`src/rtl/clk_freq_monitor.sv`:
```
// Counts rising edges of async MON_IN over GATE_CYCLES BUS_CLK cycles and range-checks the count.
// Lock tracking (synchronizer, loss counter, FREQ_OK gating) is built only with CLK_FREQ_MONITOR_LOCK_EN defined.
module clk_freq_monitor #(
  parameter int unsigned GATE_CYCLES = 48000,
  parameter int unsigned COUNT_WIDTH = 16,
  parameter int unsigned MIN_COUNT   = 11900,
  parameter int unsigned MAX_COUNT   = 12100
) (
  input  logic                   BUS_CLK,
  input  logic                   BUS_RST,
  input  logic                   MON_IN,
  input  logic                   DCM_LOCKED,
  input  logic                   START,
  input  logic                   CONT,
  output logic                   BUSY,
  output logic                   DONE,
  output logic [COUNT_WIDTH-1:0] COUNT,
  output logic                   FREQ_OK,
  output logic                   LOCKED,
  output logic [7:0]             LOCK_LOSS_CNT
);

  localparam int GATE_W = $clog2(GATE_CYCLES + 1);

  typedef enum logic [1:0] {IDLE, GATE, DONE_ST} state_t;

  state_t                 state, state_nxt;
  logic                   mon_s1, mon_s2, mon_s3;
  logic                   mon_edge, loss_evt;
  logic                   start_win, gate_last, in_range;
  logic [GATE_W-1:0]      gate_cnt;
  logic [COUNT_WIDTH-1:0] edge_cnt, edge_cnt_nxt;
  logic                   lock_lost, lock_lost_nxt;

  always_ff @(posedge BUS_CLK) begin
    if (BUS_RST) begin
      mon_s1 <= 1'b0;
      mon_s2 <= 1'b0;
      mon_s3 <= 1'b0;
    end else begin
      mon_s1 <= MON_IN;
      mon_s2 <= mon_s1;
      mon_s3 <= mon_s2;
    end
  end

  assign mon_edge = mon_s2 & ~mon_s3;

`ifdef CLK_FREQ_MONITOR_LOCK_EN
  logic lock_s1, lock_s2, lock_s3;

  always_ff @(posedge BUS_CLK) begin
    if (BUS_RST) begin
      lock_s1       <= 1'b0;
      lock_s2       <= 1'b0;
      lock_s3       <= 1'b0;
      LOCK_LOSS_CNT <= 8'd0;
    end else begin
      lock_s1 <= DCM_LOCKED;
      lock_s2 <= lock_s1;
      lock_s3 <= lock_s2;
      if (loss_evt && LOCK_LOSS_CNT != 8'hFF)
        LOCK_LOSS_CNT <= LOCK_LOSS_CNT + 8'd1;
    end
  end

  assign loss_evt = ~lock_s2 & lock_s3;
  assign LOCKED   = lock_s2;
`else
  logic lock_unused;
  assign lock_unused   = DCM_LOCKED;
  assign loss_evt      = 1'b0;
  assign LOCKED        = 1'b1;
  assign LOCK_LOSS_CNT = 8'd0;
`endif

  assign gate_last = (state == GATE) && (gate_cnt == GATE_W'(GATE_CYCLES));
  assign BUSY      = (state == GATE);
  assign DONE      = (state == DONE_ST);

  always_comb begin
    state_nxt = state;
    start_win = 1'b0;
    case (state)
      IDLE: begin
        if (START || CONT) begin
          state_nxt = GATE;
          start_win = 1'b1;
        end
      end
      GATE: begin
        if (gate_last) state_nxt = DONE_ST;
      end
      DONE_ST: begin
        if (CONT) begin
          state_nxt = GATE;
          start_win = 1'b1;
        end else begin
          state_nxt = IDLE;
        end
      end
      default: state_nxt = IDLE;
    endcase
  end

  // Result is taken from the next-value so an edge or lock loss on the last gate cycle still counts.
  always_comb begin
    edge_cnt_nxt  = edge_cnt;
    lock_lost_nxt = lock_lost;
    if (state == GATE) begin
      if (mon_edge && edge_cnt != '1) edge_cnt_nxt = edge_cnt + COUNT_WIDTH'(1);
      if (loss_evt) lock_lost_nxt = 1'b1;
    end
  end

  assign in_range = (32'(edge_cnt_nxt) >= MIN_COUNT) && (32'(edge_cnt_nxt) <= MAX_COUNT);

  // gate_cnt is loaded with 1 on entry so it holds the index of the current gate cycle.
  always_ff @(posedge BUS_CLK) begin
    if (BUS_RST) begin
      state     <= IDLE;
      gate_cnt  <= '0;
      edge_cnt  <= '0;
      lock_lost <= 1'b0;
      COUNT     <= '0;
      FREQ_OK   <= 1'b0;
    end else begin
      state <= state_nxt;
      if (start_win) begin
        gate_cnt  <= GATE_W'(1);
        edge_cnt  <= '0;
        lock_lost <= 1'b0;
      end else begin
        if (state == GATE && !gate_last) gate_cnt <= gate_cnt + GATE_W'(1);
        edge_cnt  <= edge_cnt_nxt;
        lock_lost <= lock_lost_nxt;
      end
      if (gate_last) begin
        COUNT   <= edge_cnt_nxt;
        FREQ_OK <= in_range & ~lock_lost_nxt;
      end
    end
  end

endmodule

```
`config.mk`:
```
export PLATFORM = sky130hd
export DESIGN_NAME = clk_freq_monitor
export DESIGN_NICKNAME = d
export VERILOG_FILES = /design/src/rtl/clk_freq_monitor.sv
export SDC_FILE = /design/constraint.sdc
export NUM_CORES = 1
export LEC_CHECK = 0
export ABC_AREA = 1
export BUFFER_PORTS_ARGS = -buffer_cell sky130_fd_sc_hd__buf_2
export CAP_MARGIN = 30
export CORE_MARGIN = 8
export CORE_UTILIZATION = 58
export DETAILED_ROUTE_END_ITERATION = 6
export GPL_TIMING_DRIVEN = 0
export PLACE_DENSITY_LB_ADDON = 0.05
export SYNTH_ARGS = -nofsm -noshare
export SYNTH_HDL_FRONTEND = slang
export SYNTH_SLANG_ARGS = --single-unit
```
`constraint.sdc`:
```
create_clock -name BUS_CLK -period 2.2 [get_ports BUS_CLK]
set_clock_uncertainty 0.05 [all_clocks]
set_input_delay 0.22 -clock BUS_CLK [delete_from_list [all_inputs] [get_ports BUS_CLK]]
set_output_delay 0.22 -clock BUS_CLK [all_outputs]
set_load 0.01 [all_outputs]
```
## After elaboration in Yosys (flattened, before gate mapping)

Index checks and enable logic that the tools add are counted.

| operators by class | value |
|---|---|
| $add $sub $neg | 2 |
| $lt $le $gt $ge | 2 |
| equality and inequality tests | 6 |
| mux-type cells | 11 |
| bitwise logic cells | 2 |
| reduce and logical (&&, ||, !) cells | 10 |

Operator list:

| operator | number |
|---|---|
| 16-bit by 1-bit adder with 16-bit output (second input constant) | 2 |
| 16-bit 2-to-1 mux | 2 |
| 16-bit == test (second input constant) | 1 |
| 16-bit by 14-bit >= comparator with 1-bit output (second input constant) | 1 |
| 16-bit by 14-bit <= comparator with 1-bit output (second input constant) | 1 |
| 16-bit inequality test (second input constant) | 1 |
| 2-bit one-hot mux with 3 select lines | 1 |
| 1-bit 2-to-1 mux | 5 |
| 1-bit logical AND | 4 |
| 2-bit 2-to-1 mux | 2 |
| 2-bit by 1-bit == test with 1-bit output (second input constant) | 1 |
| 2-bit == test (second input constant) | 1 |
| 2-bit logical NOT | 1 |
| 2-bit by 1-bit inequality test with 1-bit output (second input constant) | 1 |
| 2-bit inequality test (second input constant) | 1 |
| 1-bit one-hot mux with 2 select lines | 1 |
| 2-bit AND reduction | 1 |
| 2-bit nonzero test | 1 |
| 2-bit OR reduction | 1 |
| 1-bit AND | 1 |
| 1-bit logical NOT | 1 |
| 1-bit logical OR | 1 |
| 1-bit NOT | 1 |

| storage, ports and cells | value |
|---|---|
| register bits after elaboration | 54 |
| input port bits | 6 |
| logic and storage cells | 42 |

## Longest topological paths before layout

Gate-level depths: netlist of the first run.

| depth | value |
|---|---|
| word-level depth | 7 |
| depth in mapped cells | 16 |
| depth with buffers taken out | 16 |

## Worst setup path after synthesis of the first run

No wires, ideal clock.

| path | value |
|---|---|
| kind | register -> register |
| start | register edge_cnt[0] |
| end | register FREQ_OK |
| arrival time | 1.689 ns |
| setup slack | 0.395 ns |
| stages on the path, launching flop included | 15 |
| buffers on the path | 1 |
| period minus slack after synthesis | 1.805 ns |
| path through | dfxtp_1 > ha_1 > nand3_1 > nor2_2 > nand2_2 > buf_6 > nand3_1 > nand2_2 > inv_2 > nand3_2 > nor2_1 > nor2_1 > nor2_1 > nand2_1 > a21oi_2 |

| on the way | value |
|---|---|
| longest elaborated chain between the ends | 6 |
| elaborated cells on any way between the ends | 8 |
| classes of those cells | 1 x add/sub; 2 x order compare; 1 x eq/ne; 2 x mux; 2 x reduce/logical |

RTL lines:

| what | RTL line | source |
|---|---|---|
| start, declared | 32 | `logic [COUNT_WIDTH-1:0] edge_cnt, edge_cnt_nxt;` |
| start signal, assigned | 135 | `edge_cnt <= edge_cnt_nxt;` |
| parallel branches: the longest is 3 deep, another holds 16-bit by 1-bit adder with 16-bit output | -- |  |
| 16-bit 2-to-1 mux (*) | 110 | `if (state == GATE) begin` |
| 16-bit by 14-bit >= comparator with 1-bit output or 16-bit by 14-bit <= comparator with 1-bit output (tied branches) | 116 | `assign in_range = (32'(edge_cnt_nxt) >= MIN_COUNT) && (32'(edge_cnt_nxt) <= MAX_COUNT);` |
| 1-bit logical AND (*) | 116 |  |
| end signal, assigned | 140 | `FREQ_OK <= in_range & ~lock_lost_nxt;` |
| end, declared | 18 | `output logic FREQ_OK,` |

Every way passes the cells marked *.
A chain may end at the register's enable or synchronous reset.

## Final worst setup path of the first run

Same ends and word-level chain as after synthesis.

==> impl_metrics.tcl, run 1 <==
set metrics [dict create \
    cts_root_buf "clkbuf_8" \
    post_cts_buffers 0 \
    crit_fanout 10 \
    run_status "finished, final reports clean" \
    worst-path-stages 14 \
    start_kind "flop" \
    critPathKind "flop to flop" \
    reg2reg_slack_ns 0.15 \
    cap_violations 0 \
    syn_avg_cell_area_um2 6.70 \
    drt_iter0_drc 175 \
    r2r_end "FREQ_OK" \
    fillerInstances 433 \
    ys_types 32 \
    rr_startpoint "edge_cnt[0]" \
    gp_congestion 0.896 \
    slew_violations 0 \
    htreeDepth 2 \
    cp-startpoint "edge_cnt[0]" \
    cts_tree "yes" \
    io_pins 34 \
    dr.pass1.iters 5 \
    p_leak_nw 1.36 \
    die_area_mm2 0.00731 \
    setup_tns_ns 0 \
    grt_pass1_vias 2368 \
    cp_top_family "simple AND/OR/NAND/NOR gates" \
    syn-cell-area_mm2 0.00280 \
    cts.path.max_buffers 2 \
    die_x_um 85.5 \
    grt_usage_pct 17.2 \
    rsz0062_at_grt "false" \
    clock-sinks 54 \
    fin_nets 463 \
    yosysWarnings 0 \
    portBuffers 22 \
    row_count 25 \
    ir_worst_vdd_mv 0.474 \
    grt.overflow.total 0 \
    final-setup-viol-count 0 \
    cp_data_arrival_time_ns 2.24 \
    finalCritPeriodShare_pct 93.0 \
    worstSetupEndpoint "FREQ_OK" \
    crit_slowest_cell "dfxtp_2" \
    clk_pin_slew_ns 0.10 \
    grt_max_degree 16 \
    fmax_ghz 0.489 \
    finalPower_mw 1.74 \
    ant_nets 0 \
    hold_viol_final 0 \
    r2r_cells 14 \
    drc_errors 0 \
    cpMostUsedCell "nand2_1" \
    vias 2627 \
    area_delta_synth_final_pct 12.7 \
    antenna_cells 0 \
    synthArstFlopShare_pct 0 \
    end_kind "flop" \
    ys_seq_area_share_pct 38.6 \
    cts_inserted_buffers 5 \
    worstPathCellList "ha_2 > nand3_2 > nor2_2 > nand2_2 > buf_6 > nand2_1 > nand2_1 > nand2_2 > inv_2 > a21boi_1 > nand2_1 > nand3_1 > nand2_1 > a21oi_2" \
    initial_core_util_pct 59.7 \
    cts_hold_buf 0 \
    vias_per_cell 5.16 \
    core-area_mm2 0.00469 \
    ys_ff_latch 54 \
    worstPathRequired_ns 2.39 \
    synth_edf_count 0 \
    wl_per_cell_um 12.3 \
    period_needed_ns 2.05 \
    drive_gt1_share_pct 18.0 \
    antenna_found_initial 0 \
    utilization_pct 67.3 \
    synth_cells 418 \
    place_hpwl_mm 4.75 \
    synthFlopType "dfxtp_1" \
    wl_mm 6.24 \
    worstSkewPairLatency_ns 0.30 \
    holdCritPathClass "input port to flop" \
    cpPeakStageDelay_ns 0.38 \
    worstPathBufferInverterCount 2 \
    powerDensity_mw_per_mm2 552 \
    grt_pass1_wl_mm 10.4 \
    die_h_um 85.5 \
]
[routing by layer]
layer,wire (um),GRT usage [%],vias up
li1,-,-,1370
met4,66,5.25,0
met2,2560,25.7,73
met1,3180,23.0,1179
met5,0,0,-
met3,438,5.06,5
[tightest hold or removal path, stage by stage]
cell	delay, ns
buf_2	0.08
inv_1	0.03
nor2_1	0.06
[cell usage after synthesis, types with 7 or more instances]
library cell	n	area share, %
nand3_1	21	3.7
o21ai_0	15	2.7
inv_2	7	0.94
nand2_2	10	2.2
buf_4	9	2.4
nor2_1	56	7.5
dfxtp_1	54	39
o211ai_1	11	2.9
nor3_1	12	2.1
a21oi_1	21	3.7
nor2_2	7	1.6
nand4_1	11	2.5
inv_1	60	8.0
nand2_1	91	12
[report_power, final]
part | switching [mW] | internal (mW)
Sequential | 0.00673 | 0.984
Clock | 0.312 | 0.341
Combinational | 0.0667 | 0.0323
[repair_timing]
action                                  CTS  global route
endpoints found under the hold margin     0             0
resized for setup                         0            13
endpoints found under the setup margin    0             6
[layout by cell type (no fill, tap or decap), types with 2 or more instances in the layout]
| master | count |
|---|---|
| a21oi_1 | 21 |
| buf_2 | 25 |
| buf_4 | 9 |
| clkbuf_1 | 6 |
| clkbuf_8 | 5 |
| conb_1 | 9 |
| dfxtp_1 | 53 |
| ha_1 | 2 |
| inv_1 | 60 |
| inv_2 | 7 |
| nand2_1 | 88 |
| nand2_2 | 13 |
| nand3_1 | 19 |
| nand3_2 | 4 |
| nand4_1 | 11 |
| nor2_1 | 53 |
| nor2_2 | 9 |
| nor2_4 | 3 |
| nor3_1 | 11 |
| nor4_1 | 2 |
| o211ai_1 | 11 |
| o21a_1 | 3 |
| o21ai_0 | 15 |
| xor2_1 | 2 |
[how the worst min path moves through the flow]
stage,end,from,slack [ns],cells past startpoint
2_1_floorplan,mon_s1,MON_IN,0.28,2
3_3_place_gp,mon_s2,mon_s1,0.35,2
3_5_place_dp,mon_s2,mon_s1,0.35,2
4_1_cts,mon_s1,MON_IN,0.07,3
5_1_grt,mon_s1,MON_IN,0.07,3
6_report,mon_s1,MON_IN,0.07,3
[logic make-up after synthesis]
family	share of synthesized area (%)
buffers and inverters	12.9
other	0.268
xor gates and xnor gates	1.25
and+or+nand+nor	34.6
AOI/OAI and AO/OA	11.2
adders and majority gates	1.34
DFF	38.6
[state kept, by name (all words and copies together) (netlist names)]
register / flops
COUNT: 16
FREQ_OK: 1
edge_cnt: 16
gate_cnt: 16
mon_s1: 1
mon_s2: 1
mon_s3: 1
state: 2
[final cells by class]
class                      count  area, um2  share of cell area [%]
clock buffer                   7       76.3                    2.42
multi-input combinational    287       1430                    45.3
sequential                    54       1080                    34.3
inverter                      67        251                    7.96
tap                           54       67.6                    2.14
timing repair buffer          22        110                    3.49
clock inverter                 1       30.0                   0.950
buffer                        17        109                    3.45
[metrics by stage]
stage          setup WS, ns  hold slack, ns  std cells  instance area [um2]
6_report              0.154          0.0672        509                 3160
5_1_grt             0.00576          0.0708        509                 3160
4_1_cts              0.0716          0.0660        509                 3110
3_5_place_dp          0.115           0.349        501                 3010
3_3_place_gp          0.132           0.353        501                 3010
2_1_floorplan         0.395           0.277        425                 2830
No activity file was read; power rests on OpenSTA's default activity.
==> run 2, diff against run 1 <==
--- a/config.mk
+++ b/config.mk
@@ -13,6 +13,7 @@
 export DETAILED_ROUTE_END_ITERATION = 6
 export GPL_TIMING_DRIVEN = 0
 export PLACE_DENSITY_LB_ADDON = 0.05
+export RECOVER_POWER = 50
 export SYNTH_ARGS = -nofsm -noshare
 export SYNTH_HDL_FRONTEND = slang
 export SYNTH_SLANG_ARGS = --single-unit
==> run 2 against run 1 <==
Effect of this change:
- worst hold slack gained 0.0029 ns
- cell count did not move
- first-iteration DRC count fell by 9.1%
- utilization fell by 0.51 points
- largest power group unchanged
==> impl_metrics.tcl, run 2 (synthesis gave the netlist of run 1 again) <==
set metrics [dict create \
    run_status "finished, final reports clean" \
    wl_per_cell_um 12.2 \
    drive_gt1_share_pct 13.6 \
    dr.pass1.iters 4 \
    cap_violations 0 \
    finalCritPeriodShare_pct 92.8 \
    ant_nets 0 \
    min_delay_path_depth 3 \
    die_x_um 85.5 \
    swShare_pct 22.1 \
    clk_pin_slew_ns 0.09 \
    grt.overflow.total 0 \
    rsz0062_at_grt "false" \
    switchingPower_uw 385 \
    portBuffers 22 \
    start_kind "flop" \
    setup_tns_ns 0 \
    holdCritPathClass "input port to flop" \
    worstSkewPairLatency_ns 0.30 \
    cts_tree "yes" \
    area_delta_synth_final_pct 11.9 \
    clock_power_share_pct 37.4 \
    grt_usage_pct 17.2 \
    clock-sinks 54 \
    period_needed_ns 2.04 \
    seqPwrFrac_pct 56.9 \
    share_comb_of_total_power_pct 5.7 \
    end_kind "flop" \
    fmax_ghz 0.490 \
    worstPathRequired_ns 2.39 \
    powerDensity_mw_per_mm2 555 \
    cts_root_buf "clkbuf_8" \
    antenna_found_initial 0 \
    io_pins 34 \
    core-area_mm2 0.00469 \
    place_hpwl_mm 4.75 \
    ir_worst_vdd_mv 0.474 \
    layout_commonest_cell "nand2_1" \
    largestRegisters "COUNT (16), edge_cnt (16), gate_cnt (16)" \
    gp_congestion 0.896 \
    p_leak_nw 1.28 \
    drt_iter0_drc 159 \
    r2r_cells 14 \
    final_cell_mix "88 x nand2_1, 61 x inv_1, 53 x dfxtp_1, 53 x nor2_1, 25 x clkbuf_1" \
    critPathKind "flop to flop" \
    vias 2626 \
    cts_inserted_buffers 5 \
    cts.path.max_buffers 2 \
    p_int_mw 1.36 \
    row_count 25 \
    die_h_um 85.5 \
    htreeDepth 2 \
    antenna_cells 0 \
    stdcell_count 509 \
    slew_violations 0 \
    wl_mm 6.21 \
    grt_pass1_vias 2368 \
    grt_pass1_wl_mm 10.4 \
    vias_per_cell 5.16 \
    grt_max_degree 16 \
    initial_core_util_pct 59.7 \
    crit_fanout 10 \
    hold_viol_final 0 \
    final-setup-viol-count 0 \
    cp_data_arrival_time_ns 2.23 \
    fillerInstances 441 \
    post_cts_buffers 0 \
    drc_errors 0 \
    fin_nets 463 \
    die_area_mm2 0.00731 \
    placedCellCount 501 \
]
## run 2: through the flow
stage	worst slack (ns)	hold WS [ns]	total power, mW	area, um2	utilization (%)
floorplan	0.395	0.277	1.09	2830	-
global placement	0.132	0.353	1.11	3010	64.1
detailed placement	0.115	0.349	1.11	3010	64.1
CTS	0.0716	0.0660	1.75	3110	66.3
global route	0.00576	0.0708	1.80	3140	66.8
finish	0.158	0.0701	1.74	3140	66.8
## run 2: path summary, 6_finish.rpt
path	start	end	slack, ns
max reg2reg	edge_cnt[0]	FREQ_OK	0.16
max	edge_cnt[0]	FREQ_OK	0.16
min	MON_IN	mon_s1	0.07
min reg2reg	mon_s1	mon_s2	0.36
## run 2: metal layers
metal  wire length (um)  track usage (%)
met3                387             5.06
met4                 66             5.25
met2               2550             25.7
met1               3200             23.0
met5                  0                0
## run 2: cell type report
class | instances | area, um2 | share of cell area [%]
multi-input combinational | 287 | 1430 | 45.7
sequential | 54 | 1080 | 34.5
inverter | 67 | 251 | 8.02
buffer | 17 | 109 | 3.47
timing repair buffer | 22 | 86.3 | 2.75
clock buffer | 7 | 76.3 | 2.43
tap | 54 | 67.6 | 2.15
clock inverter | 1 | 30.0 | 0.958
## run 2: repair_timing
| item | CTS | global route |
|---|---|---|
| endpoints found under the setup margin | 0 | 6 |
| resized for setup | 0 | 13 |
| hold buffers | 0 | 0 |
## run 2: critical path: stages (launching register included)
cell and delay [ns]:
dfxtp_2 0.38, ha_2 0.22, nand3_2 0.12, nor2_2 0.16, nand2_2 0.12, buf_6 0.16, nand2_1 0.06, nand2_1 0.07
nand2_2 0.10, inv_2 0.05, a21boi_1 0.17, nand2_1 0.07, nand3_1 0.06, nand2_1 0.07, a21oi_2 0.12
## run 2: power groups by stage
stage	Sequential (mW)	Combinational [mW]	Clock, mW
2_1_floorplan	1.01	0.0746	0
3_3_place_gp	1.01	0.0948	0
3_5_place_dp	1.01	0.0960	0
4_1_cts	0.991	0.0966	0.667
5_1_grt	0.992	0.113	0.695
6_report	0.991	0.0988	0.652
